==> src/rtl/seq_det_ctrl.sv <==
// Programmable serial bit-sequence detector with run sequencing (IDLE/ARM/RUN/DONE) and match counting.
// Latency: match is combinational in the cycle of the completing bit; count/state update on the next edge.
// Backpressure: none; in_valid qualifies each serial bit and every valid bit in RUN is consumed.
// Optional build macro SEQ_DET_CTRL_NONOVERLAP_EN selects non-overlapping detection (default: overlapping).
module seq_det_ctrl #(
    parameter int MAX_LEN = 8,
    parameter int CNT_W   = 8
) (
    input  logic               clk,
    input  logic               rst,
    input  logic               cfg_we,
    input  logic [MAX_LEN-1:0] cfg_pattern,
    input  logic [4:0]         cfg_len,
    input  logic [CNT_W-1:0]   cfg_thresh,
    input  logic               start,
    input  logic               stop,
    input  logic               in_valid,
    input  logic               in,
    output logic               match,
    output logic [CNT_W-1:0]   match_cnt,
    output logic               busy,
    output logic               done
);

    typedef enum logic [1:0] {
        S_IDLE = 2'd0,
        S_ARM  = 2'd1,
        S_RUN  = 2'd2,
        S_DONE = 2'd3
    } state_t;

    localparam logic [4:0]         LEN_MAX = 5'(MAX_LEN);
    localparam logic [MAX_LEN-1:0] PAT_RST = {{(MAX_LEN-2){1'b0}}, 2'b11};

    state_t             r_state;
    state_t             w_state_nxt;

    // configuration, writable only while no run is in progress
    logic [MAX_LEN-1:0] r_pattern;
    logic [4:0]         r_len;
    logic [CNT_W-1:0]   r_thresh;

    // detector datapath
    logic [MAX_LEN-1:0] r_hist;
    logic [4:0]         r_fill;
    logic [CNT_W-1:0]   r_cnt;

    logic [4:0]         w_len_clamp;
    logic [MAX_LEN-1:0] w_mask;
    logic [MAX_LEN-1:0] w_cand;
    logic               w_hit;
    logic               w_cfg_ok;
    logic               w_accept;
    logic [CNT_W:0]     w_cnt_p1;
    logic               w_thresh_hit;

    // clamp requested length into the supported range 2..MAX_LEN
    always_comb begin
        w_len_clamp = cfg_len;
        if (cfg_len < 5'd2) begin
            w_len_clamp = 5'd2;
        end else if (cfg_len > LEN_MAX) begin
            w_len_clamp = LEN_MAX;
        end
    end

    // mask selecting the low r_len bits of candidate and pattern
    always_comb begin
        w_mask = '0;
        for (int i = 0; i < MAX_LEN; i++) begin
            w_mask[i] = (5'(i) < r_len);
        end
    end

    // candidate window: stored history with the incoming bit appended as bit 0
    assign w_cand = {r_hist[MAX_LEN-2:0], in};

    // enough bits seen and the masked window equals the masked pattern
    assign w_hit = (r_fill >= (r_len - 5'd1)) &&
                   ((w_cand & w_mask) == (r_pattern & w_mask));

    assign w_cfg_ok     = (r_state == S_IDLE) || (r_state == S_DONE);
    assign w_accept     = (r_state == S_RUN) && in_valid && !stop;
    assign w_cnt_p1     = {1'b0, r_cnt} + {{CNT_W{1'b0}}, 1'b1};
    assign w_thresh_hit = (r_thresh != '0) && (w_cnt_p1 == {1'b0, r_thresh});

    assign match_cnt = r_cnt;

    // state register
    always_ff @(posedge clk) begin
        if (rst) begin
            r_state <= S_IDLE;
        end else begin
            r_state <= w_state_nxt;
        end
    end

    // next-state and Mealy outputs; stop dominates inside a run, start dominates outside
    always_comb begin
        w_state_nxt = r_state;
        match       = 1'b0;
        busy        = 1'b0;
        done        = 1'b0;
        case (r_state)
            S_IDLE: begin
                if (start) begin
                    w_state_nxt = S_ARM;
                end
            end
            S_ARM: begin
                busy = 1'b1;
                if (stop) begin
                    w_state_nxt = S_IDLE;
                end else begin
                    w_state_nxt = S_RUN;
                end
            end
            S_RUN: begin
                busy = 1'b1;
                if (stop) begin
                    w_state_nxt = S_IDLE;
                end else if (in_valid && w_hit) begin
                    match = 1'b1;
                    if (w_thresh_hit) begin
                        w_state_nxt = S_DONE;
                    end
                end
            end
            S_DONE: begin
                done = 1'b1;
                if (start) begin
                    w_state_nxt = S_ARM;
                end
            end
            default: begin
                w_state_nxt = S_IDLE;
            end
        endcase
    end

    // configuration registers; writes during ARM/RUN are dropped
    always_ff @(posedge clk) begin
        if (rst) begin
            r_pattern <= PAT_RST;
            r_len     <= 5'd2;
            r_thresh  <= {{(CNT_W-1){1'b0}}, 1'b1};
        end else if (cfg_we && w_cfg_ok) begin
            r_pattern <= cfg_pattern;
            r_len     <= w_len_clamp;
            r_thresh  <= cfg_thresh;
        end
    end

    // history, fill level and saturating match counter
    always_ff @(posedge clk) begin
        if (rst) begin
            r_hist <= '0;
            r_fill <= '0;
            r_cnt  <= '0;
        end else if (r_state == S_ARM) begin
            r_hist <= '0;
            r_fill <= '0;
            r_cnt  <= '0;
        end else if (w_accept) begin
            r_hist <= w_cand;
            if (r_fill < r_len) begin
                r_fill <= r_fill + 5'd1;
            end
            if (match) begin
                if (r_cnt != '1) begin
                    r_cnt <= w_cnt_p1[CNT_W-1:0];
                end
`ifdef SEQ_DET_CTRL_NONOVERLAP_EN
                // a counted match consumes its bits: the next match needs a full fresh window
                r_hist <= '0;
                r_fill <= '0;
`endif
            end
        end
    end

endmodule

==> config.mk <==
export PLATFORM = sky130hd
export DESIGN_NAME = seq_det_ctrl
export DESIGN_NICKNAME = d
export VERILOG_FILES = /design/src/rtl/seq_det_ctrl.sv
export SDC_FILE = /design/constraint.sdc
export NUM_CORES = 1
export LEC_CHECK = 0
export ABC_AREA = 1
export CORE_AREA = 3 3 57 112
export CTS_CLUSTER_DIAMETER = 200
export DETAILED_ROUTE_END_ITERATION = 16
export DIE_AREA = 0 0 60 115
export PLACE_DENSITY = 0.67
export SKIP_CTS_REPAIR_TIMING = 1
export SYNTH_ARGS = -nofsm -noshare
export SYNTH_HDL_FRONTEND = slang
export SYNTH_SLANG_ARGS = --single-unit
==> constraint.sdc <==
create_clock -name clk -period 5.15 [get_ports clk]
set_input_delay 1.03 -clock clk [delete_from_list [all_inputs] [get_ports clk]]
set_output_delay 1.03 -clock clk [all_outputs]
set_load 0.01 [all_outputs]
; Yosys cells after proc, flatten, opt, wreduce, memory -nomap -nowiden
; Cells that the tools add are included.
[op_classes]
n_addsub = 3
mul = 0
div = 0
magnitude_cmp = 12
eq_ne = 9
shifts = 0
mux = 13
bitwise_logic = 2
n_reduce_logical = 16
[op_table]
columns = op, n
row1 = $lt A3 B5 Y1 const A, 4
row2 = $and A8 B8 Y8, 2
row3 = $lt A1 B5 Y1 const A, 2
row4 = $lt A2 B5 Y1 const A, 2
row5 = $mux W2, 5
row6 = $mux W5, 2
row7 = $add A8 B1 Y9 const B, 1
row8 = $eq A9 B8 Y1, 1
row9 = $eq A8 B8 Y1, 1
row10 = $ne A8 B8 Y1 const B, 1
row11 = $reduce_bool A8 Y1, 1
row12 = $logic_and A1 B1 Y1, 6
row13 = $pmux W2 S3, 1
row14 = $reduce_and A3 Y1, 2
row15 = $reduce_or A2 Y1, 3
row16 = $add A5 B1 Y5 const B, 1
row17 = $ge A5 B5 Y1, 1
row18 = $gt A5 B4 Y1 const B, 1
row19 = $lt A5 B2 Y1 const B, 1
row20 = $lt A5 B5 Y1, 1
row21 = $mux W1, 5
row22 = $sub A5 B1 Y5 const B, 1
row23 = $eq A2 B2 Y1 const B, 2
row24 = $ne A3 B2 Y1 const B, 1
row25 = other kinds (7), 7
[word_totals]
register_bits = 43
latchBits = 0
ram_bits = 0
romBits = 0
inputBits = 28
out_inout_bits = 11
word_cells = 62
mem_count = 0

; Depth between registers and ports, before layout
; Gate-level depths: netlist of run 1.
[depth]
depth_word = 9
ltp_mapped = 14
depth_no_buf = 13

; Worst setup path after synthesis of run 1
; Ideal clock, no wire load.
[synth_path]
path_type = register -> output
start = register r_len[0]
end = output port match
t_arrival_ps = 1802
t_required_ps = 4120
slack_ps = 2318
stages_incl_launch_ff = 12
path_buffers = 0
path_cell_list = dfxtp_1 inv_1 ha_1 nand3_1 xor2_1 ha_1 a21oi_1 o21ai_0 nor3_1 nor2_4 nand2_1 inv_1
[synth_via]
elab_chain_len = 8
elab_cells_between_ends = 18
cone_classes = add/sub: 1 / order compare: 9 / eq/ne: 1 / mux: 3 / bitwise: 2 / reduce/logical: 2
[synth_rtl]
columns = element, line_no
row1 = "start, declared", 40  ; logic [4:0] r_len;
row2 = "start signal, assigned", 149  ; r_len <= w_len_clamp;
row3 = branches (longest 3 deep; another with $sub A5 B1 Y5), n/a
row4 = $logic_and A1 B1 Y1 (*), 79  ; assign w_hit = (r_fill >= (r_len - 5'd1)) &&
row5 = $logic_and A1 B1 Y1 (*), 122  ; end else if (in_valid && w_hit) begin
row6 = $mux W1 (*), 122
row7 = $mux W1 (*), 120  ; if (stop) begin
row8 = $mux W1 (*), 104  ; case (r_state)
row9 = "end, declared", 19  ; output logic match,
; Mark *: on every way between the ends.

; Worst setup path in the final report of run 1
; Ends and elaborated chain as after synthesis.

==> summary.md, run 1 <==
| Metric | Value |
|---|---|
| Final worst-path cycle share | 0.726 |
| Yosys warns | 0 |
| Area of the die | about 0.007 mm² |
| Largest incremental delay on the critical path | 0.47 ns |
| Clock root buffer | sky130_fd_sc_hd__clkbuf_16 |
| CTS sink cnt | 43 |
| Mapped Area | approximately 0.0025 mm² |
| Post-synthesis sequential element count | 43 |
| Combined global-route utilization of all metal layers | 0.194 |
| Synth unique cells | 31 |
| Post-detailed-routing wire length | 6010 µm |
| Max rail drop VDD | 321 µV |
| Top library cells by usage in the layout, fill and taps aside | sky130_fd_sc_hd__nand2_1 (78), sky130_fd_sc_hd__inv_1 (54), sky130_fd_sc_hd__dfxtp_1 (43), sky130_fd_sc_hd__clkdlybuf4s50_1 (38) |
| Category of the worst setup path capture point | primary output |
| Input/output buffers | 38 |
| Antenna diodes | 0 |
| CTS H-Tree Depth | 2 |
| Initial Util | 0.444 |
| Clock transition time at the flip-flop clock pins of the worst setup and hold paths | 0.06 ns |
| Via-per-instance ratio | 5.05 |
| Area delta synth->final | 24.1% |
| Clock Skew | ~0.0086 ns |
| Worst path arrival time | between 2 and 3 ns |
| Final net count | between 400 and 500 |
| Count of routing violations after the opening detailed-route iteration | 71 |
| DRC violation count after routing | 0 |
| Setup repair after global routing missed its margin | no |
| Number of setup violations in the final report | 0 |
| Fill count | 573 |
| Crit path kind | register to primary output |
| Critical-path maximum fanout | 6 |
| Power Dens Cells | ~390 mW/mm² |
| Placeable core area | between 0.005 and 0.006 mm² |
| Number of maximum-capacitance constraint violations | 0 |
| Floorplan die width | ~60 µm |
| Y dimension of the die | 115 µm |
| Overall via count from detail_route | 2355 |
| Final routed wire length divided by cell count | between 10 and 15 µm |
| Number of ports placed on the die boundary | 39 |
| Min cycle time layout | 3.74 ns |
| Status | complete, no violations |
| Max-slew headroom | 0.251 |
| Footprint of the multi-input gates | roughly 0.0014 mm² |
| Maximum number of pins on one net before global-route repair | 20 |
| Via count of the first global-routing pass | between 2000 and 2500 |
| Nets in the synthesized netlist | 409 |
| Total half-perimeter wirelength after legalization and detailed placement | between 4000 and 5000 µm |
| Flip-flop cell with the highest count after synthesis | sky130_fd_sc_hd__dfxtp_1 |
| Maximum frequency from static timing analysis | around 0.27 GHz |
| Total CTS buffers | 5 |
| Post-synthesis async set-or-reset flop share | 0 |
| First-pass GRT wire length | between 10000 and 15000 µm |
| Sequential element share of the synthesized area | 0.342 |
| Most common library cell in the layout ignoring fill and taps | sky130_fd_sc_hd__nand2_1 |
| Crit-path cells | inv_1, ha_1, nand3_1, xor2_1, ha_1, a21oi_1, o21ai_0, nor3_1, nor2_4, nand2_1, inv_1, clkdlybuf4s50_1 |
| Clock Path Buffers | 2 |
| Number of synthesized flops with an enable pin | 0 |
| Cells after Synth | roughly 360 |
| Number of hold violations in the final report | 0 |
| Antenna-violating nets left | 0 |
| Setup tns final | 0 ns |
| Startpoint kind of the worst setup timing path | register |
| Initial antenna violation count | 0 |
| Average cell area after synthesis | about 7 µm² |
| TritonCTS clock tree | done |
| Worst Max-Slew Pin Slew | 1.12 ns |
| Register cell area after layout | 861 µm² |
| Final weighted congestion in routability-driven placement | 0.893 |
| Cell leakage power | between 1 and 1.5 nW |
| Required @ worst endpoint | approximately 4.1 ns |
| Standard-cell row count | 39 |
| Fraction of layout instances using a drive strength above 1 | 0.0765 |
| Clock latency reported for the late side of the worst-skew pair | 0.29 ns |
| Initial DRT Pass Iterations | 4 |
| Worst Hold Slack | between 0.4 and 0.5 ns |
| Critical Path Slowest Stage Cell | sky130_fd_sc_hd__clkdlybuf4s50_1 |
| Type of the most critical hold path | register to register |
| Max-slew violation count | 0 |
| GRT overflow | 0 |
logic make-up (layout without fill, tap and decap cells):
logic type | after synthesis | after routing | share of synthesized area
compound gates | 72 | 72 | 0.153
xor+xnor | 9 | 9 | 0.0368
fa+ha+maj | 17 | 17 | 0.0846
buf+inv | 66 | 107 | 0.107
flops | 43 | 43 | 0.342
simple gates | 157 | 157 | 0.276
Yosys cell counts, types with 2 or more instances:
cell type	number	share of area
sky130_fd_sc_hd__a21oi_1	33	0.066
sky130_fd_sc_hd__a21oi_2	4	0.014
sky130_fd_sc_hd__clkbuf_1	5	0.0075
sky130_fd_sc_hd__dfxtp_1	43	0.34
sky130_fd_sc_hd__ha_1	17	0.085
sky130_fd_sc_hd__inv_1	54	0.081
sky130_fd_sc_hd__inv_2	3	0.0045
sky130_fd_sc_hd__nand2_1	78	0.12
sky130_fd_sc_hd__nand2_2	5	0.012
sky130_fd_sc_hd__nand3_1	22	0.044
sky130_fd_sc_hd__nand3_2	3	0.012
sky130_fd_sc_hd__nand4_1	4	0.0099
sky130_fd_sc_hd__nor2_1	33	0.049
sky130_fd_sc_hd__nor2_2	3	0.0075
sky130_fd_sc_hd__nor2_4	2	0.0090
sky130_fd_sc_hd__nor3_1	4	0.0080
sky130_fd_sc_hd__o211ai_1	2	0.0060
sky130_fd_sc_hd__o21ai_0	29	0.058
sky130_fd_sc_hd__o21ai_1	2	0.0040
sky130_fd_sc_hd__xnor2_1	4	0.014
sky130_fd_sc_hd__xor2_1	4	0.014
power by group:
| group | switching (mW) | internal, mW | total [mW] |
|---|---|---|---|
| clock | 0.135 | 0.229 | 0.364 |
| sequential | 0.0423 | 0.390 | 0.433 |
| combinational | 0.248 | 0.166 | 0.413 |
final cells by class:
class | instances | area share
Timing Repair Buffer | 40 | 0.127
Tap cell | 61 | 0.0245
Sequential cell | 43 | 0.276
Multi-Input combinational cell | 255 | 0.444
Clock buffer | 5 | 0.0401
Clock inverter | 3 | 0.0140
Inverter | 59 | 0.0750
critical path, delay by kind of cell (launching register included):
| family | cells | cell delay, ns |
|---|---|---|
| adder cells (fa/ha/maj) | 2 | 0.50 |
| AND/OR/NAND/NOR | 4 | 0.53 |
| AO/OA/AOI/OAI | 2 | 0.22 |
| flip-flops | 1 | 0.42 |
| buffers and inverters | 3 | 0.60 |
| XOR/XNOR | 1 | 0.15 |
per-layer routing:
layer / wire [µm] / part of all wire / GRT usage / vias to the layer above
met3: 156 / 0.026 / 0.0360 / 15
met2: 3510 / 0.58 / 0.379 / 39
met4: 193 / 0.032 / 0.104 / 0
li1: - / - / - / 1253
met5: 0 / 0 / 0 / -
met1: 2150 / 0.36 / 0.174 / 1048
through the flow:
step | worst slack, ns | util | std cells | instance area (µm²) | total power [mW]
after floorplan | 2.32 | - | 364 | 2510 | 0.730
after global placement | 1.47 | 0.521 | 458 | 2950 | 0.851
after detailed placement | 1.47 | 0.521 | 458 | 2950 | 0.859
after CTS | 1.37 | 0.551 | 466 | 3120 | 1.22
after global routing | 1.14 | 0.551 | 466 | 3120 | 1.30
final | 1.41 | 0.551 | 466 | 3120 | 1.21
worst paths after layout:
kind	startpoint	depth (start not counted)	endpoint	slack (ns)
max	r_len[0]	12	match	1.41
min	r_pattern[2]	2	r_pattern[2]	0.47
max reg2reg	r_len[1]	12	match_cnt[0]	2.62
min reg2reg	r_pattern[2]	2	r_pattern[2]	0.47
sequential cells by signal (all words and copies together) (netlist names):
name       count
match_cnt      8
r_pattern      8
r_thresh       8
r_hist         7
r_fill         5
r_len          5
r_state        2
Power figures use the tool's default switching activity.
==> inputs of run 2 (changes only) <==
Settings changed: PLACE_DENSITY 0.67 to 0.7.
Clock period 5.15 ns to 3.2 ns, I/O delays scaled along.
==> summary.md, run 2 (same netlist as run 1, synthesis figures left out) <==
| Metric | Value |
|---|---|
| Status | complete, no violations (unchanged) |
| Start point of the critical path | r_len[0] (unchanged) |
| Worst-case hold path end point | r_pattern[5] (was r_pattern[2]) |
| Hold depth | 2 (unchanged) |
| Via count of the first global-routing pass | 2239 (was 2361) |
| Worst Hold Slack | 0.472 ns (was 0.469 ns) |
| Startpoint of the worst-slack reg-to-reg timing path | r_len[0] (was r_len[1]) |
| Worst path arrival time | 2.27 ns (was 2.71 ns) |
| Critical-path maximum fanout | 6 (unchanged) |
| Critical Path Slowest Stage Cell | sky130_fd_sc_hd__dfxtp_2 (was sky130_fd_sc_hd__clkdlybuf4s50_1) |
| Number of maximum-capacitance constraint violations | 0 (unchanged) |
| Initial DRT Pass Iterations | 4 (unchanged) |
| Final worst-path cycle share | 0.910 |
| Power Dens Cells | 616 mW/mm² (was 388 mW/mm²) |
| Min cycle time layout | around 3 ns |
| Post-route core utilization | 0.556 (was 0.551) |
| Total half-perimeter wirelength after legalization and detailed placement | 4770 µm (was 4800 µm) |
| Combined global-route utilization of all metal layers | 0.189 (was 0.194) |
| TritonCTS clock tree | done (unchanged) |
| Fraction of layout instances using a drive strength above 1 | 0.0911 (was 0.0765) |
| Dominant cell type by count on the critical path | sky130_fd_sc_hd__inv_1 |
| Top library cells by usage in the layout, fill and taps aside | sky130_fd_sc_hd__nand2_1 (78), sky130_fd_sc_hd__inv_1 (53), sky130_fd_sc_hd__dfxtp_1 (42), sky130_fd_sc_hd__clkdlybuf4s50_1 (37) (was sky130_fd_sc_hd__nand2_1 (78), sky130_fd_sc_hd__inv_1 (54), sky130_fd_sc_hd__dfxtp_1 (43), sky130_fd_sc_hd__clkdlybuf4s50_1 (38)) |
| Final routed wire length divided by cell count | 12.8 µm (was 12.9 µm) |
| GRT overflow | 0 (unchanged) |
| Final net count | 451 (was 449) |
| Required @ worst endpoint | 2.56 ns (was 4.12 ns) |
| Final weighted congestion in routability-driven placement | 0.883 (was 0.893) |
| Area of the die | 0.00690 mm² (unchanged) |
| Via-per-instance ratio | 5.04 (was 5.05) |
| Number of ports placed on the die boundary | 39 (unchanged) |
| Max-slew violation count | 0 (unchanged) |
| Standard-cell row count | 39 (unchanged) |
| Startpoint of the most critical hold path | r_pattern[5] (was r_pattern[2]) |
| Cell leakage power | 1.42 nW (was 1.40 nW) |
| Post-detailed-routing wire length | 5990 µm (was 6010 µm) |
| Type of the most critical hold path | register to register (unchanged) |
| Total CTS buffers | 5 (unchanged) |
| DRC violation count after routing | 0 (unchanged) |
| First-pass GRT wire length | 9860 µm (was 10000 µm) |
| Capture instance of the worst register-to-register path | match_cnt[0] (unchanged) |
| Setup repair after global routing missed its margin | no (unchanged) |
| Maximum frequency from static timing analysis | ~0.34 GHz |
| Input/output buffers | 38 (unchanged) |
| Post-layout instance count excluding filler cells | 467 (was 466) |
| Number of hold violations in the final report | 0 (unchanged) |
| Clock latency reported for the late side of the worst-skew pair | 0.29 ns (about the same) |
| CTS sink cnt | 43 (unchanged) |
| Y dimension of the die | 115 µm (unchanged) |
| Antenna diodes | 0 (unchanged) |
| Count of routing violations after the opening detailed-route iteration | 100 (was 71) |
| Reg2Reg Setup Slack | 0.75 ns (was 2.62 ns) |
| Max-slew headroom | 0.589 (was 0.251) |
| CTS H-Tree Depth | 2 (unchanged) |
| Placeable core area | 0.00566 mm² (unchanged) |
| Clock root buffer | sky130_fd_sc_hd__clkbuf_16 (unchanged) |
| Initial Util | 0.444 (unchanged) |
| Worst Max-Slew Pin Slew | 0.612 ns (was 1.12 ns) |
| Crit-path cells | inv_1, ha_2, nand3_1, xor2_1, ha_1, a21oi_1, o21ai_2, nor3_2, nor2_4, nand2_1, inv_1, dlymetal6s2s_1 (was inv_1, ha_1, nand3_1, xor2_1, ha_1, a21oi_1, o21ai_0, nor3_1, nor2_4, nand2_1, inv_1, clkdlybuf4s50_1) |
| Floorplan die width | 60 µm (unchanged) |
| Area delta synth->final | 25.1% (was 24.1%) |
| Maximum number of pins on one net before global-route repair | 20 (unchanged) |
| Antenna-violating nets left | 0 (unchanged) |
| Crit path kind | register to primary output (unchanged) |
| Register-to-Register Path Depth | 12 (unchanged) |
| Max rail drop VDD | 598 µV (was 321 µV) |
| Most common library cell in the layout ignoring fill and taps | sky130_fd_sc_hd__nand2_1 (unchanged) |
| Clock Skew | 0.00478 ns (was 0.00861 ns) |
| Initial antenna violation count | 0 (unchanged) |
| Instance count after placement with tap cells included | 460 (was 458) |
| Category of the worst setup path capture point | primary output (unchanged) |
| Startpoint kind of the worst setup timing path | register (unchanged) |
| Clock transition time at the flip-flop clock pins of the worst setup and hold paths | 0.06 ns (about the same) |
| Clock Path Buffers | 2 (unchanged) |
| Overall via count from detail_route | 2353 (was 2355) |
| Largest incremental delay on the critical path | 0.35 ns (was 0.47 ns) |
| Number of setup violations in the final report | 0 (unchanged) |
## run 2: changes by cell type in the layout (fill, tap and decap cells not counted), sizes merged
cell           before  now
buf                 2    4
clkinv              4    2
clkbuf              5    6
clkdlybuf4s50      38   37
dlymetal6s2s        0    1
## run 2: through the flow
stage,TNS [ns],area [µm²],power [mW],setup slack (ns)
after floorplan,0,2510,1.17,0.758
after global placement,0,2970,1.36,0.208
after detailed placement,0,2970,1.38,0.126
after CTS,-0.185,3130,1.94,-0.185
after global routing,0,3150,2.08,0.109
final,0,3150,1.94,0.287
## run 2: layer usage
metal | share of wire | vias to the layer above | global-route usage
met5 | 0 | - | 0
met4 | 0.031 | 0 | 0.0858
met3 | 0.031 | 13 | 0.0360
met2 | 0.57 | 44 | 0.350
met1 | 0.37 | 1050 | 0.193
li1 | - | 1246 | -
## run 2: worst max-delay path, delay by kind of cell (launching register included)
family	cells	cell delay [ns]
AO/OA/AOI/OAI	2	0.26
AND/OR/NAND/NOR	4	0.42
adder cells (fa/ha/maj)	2	0.51
buffers and inverters	3	0.29
flip-flops	1	0.35
XOR/XNOR	1	0.15
## run 2: final cells by class
class | count | area (µm²)
Clock inverter | 1 | 30.0
Multi-Input combinational cell | 255 | 1400
Timing Repair Buffer | 42 | 413
Clock buffer | 6 | 129
Fill cell | 557 | 2510
Inverter | 59 | 234
Sequential cell | 43 | 862
Tap cell | 61 | 76.3
## run 2: worst max-delay path by stage
stage	slack [ns]	end
after global placement	0.21	match
after global routing	0.11	match
after detailed placement	0.13	match
after CTS	-0.18	match
final	0.29	match
after floorplan	0.76	match
## run 2: power breakdown
group | leakage [nW] | internal (mW) | switching [mW]
clock | 0.0769 | 0.364 | 0.197
combinational | 0.996 | 0.274 | 0.405
sequential | 0.352 | 0.629 | 0.0674
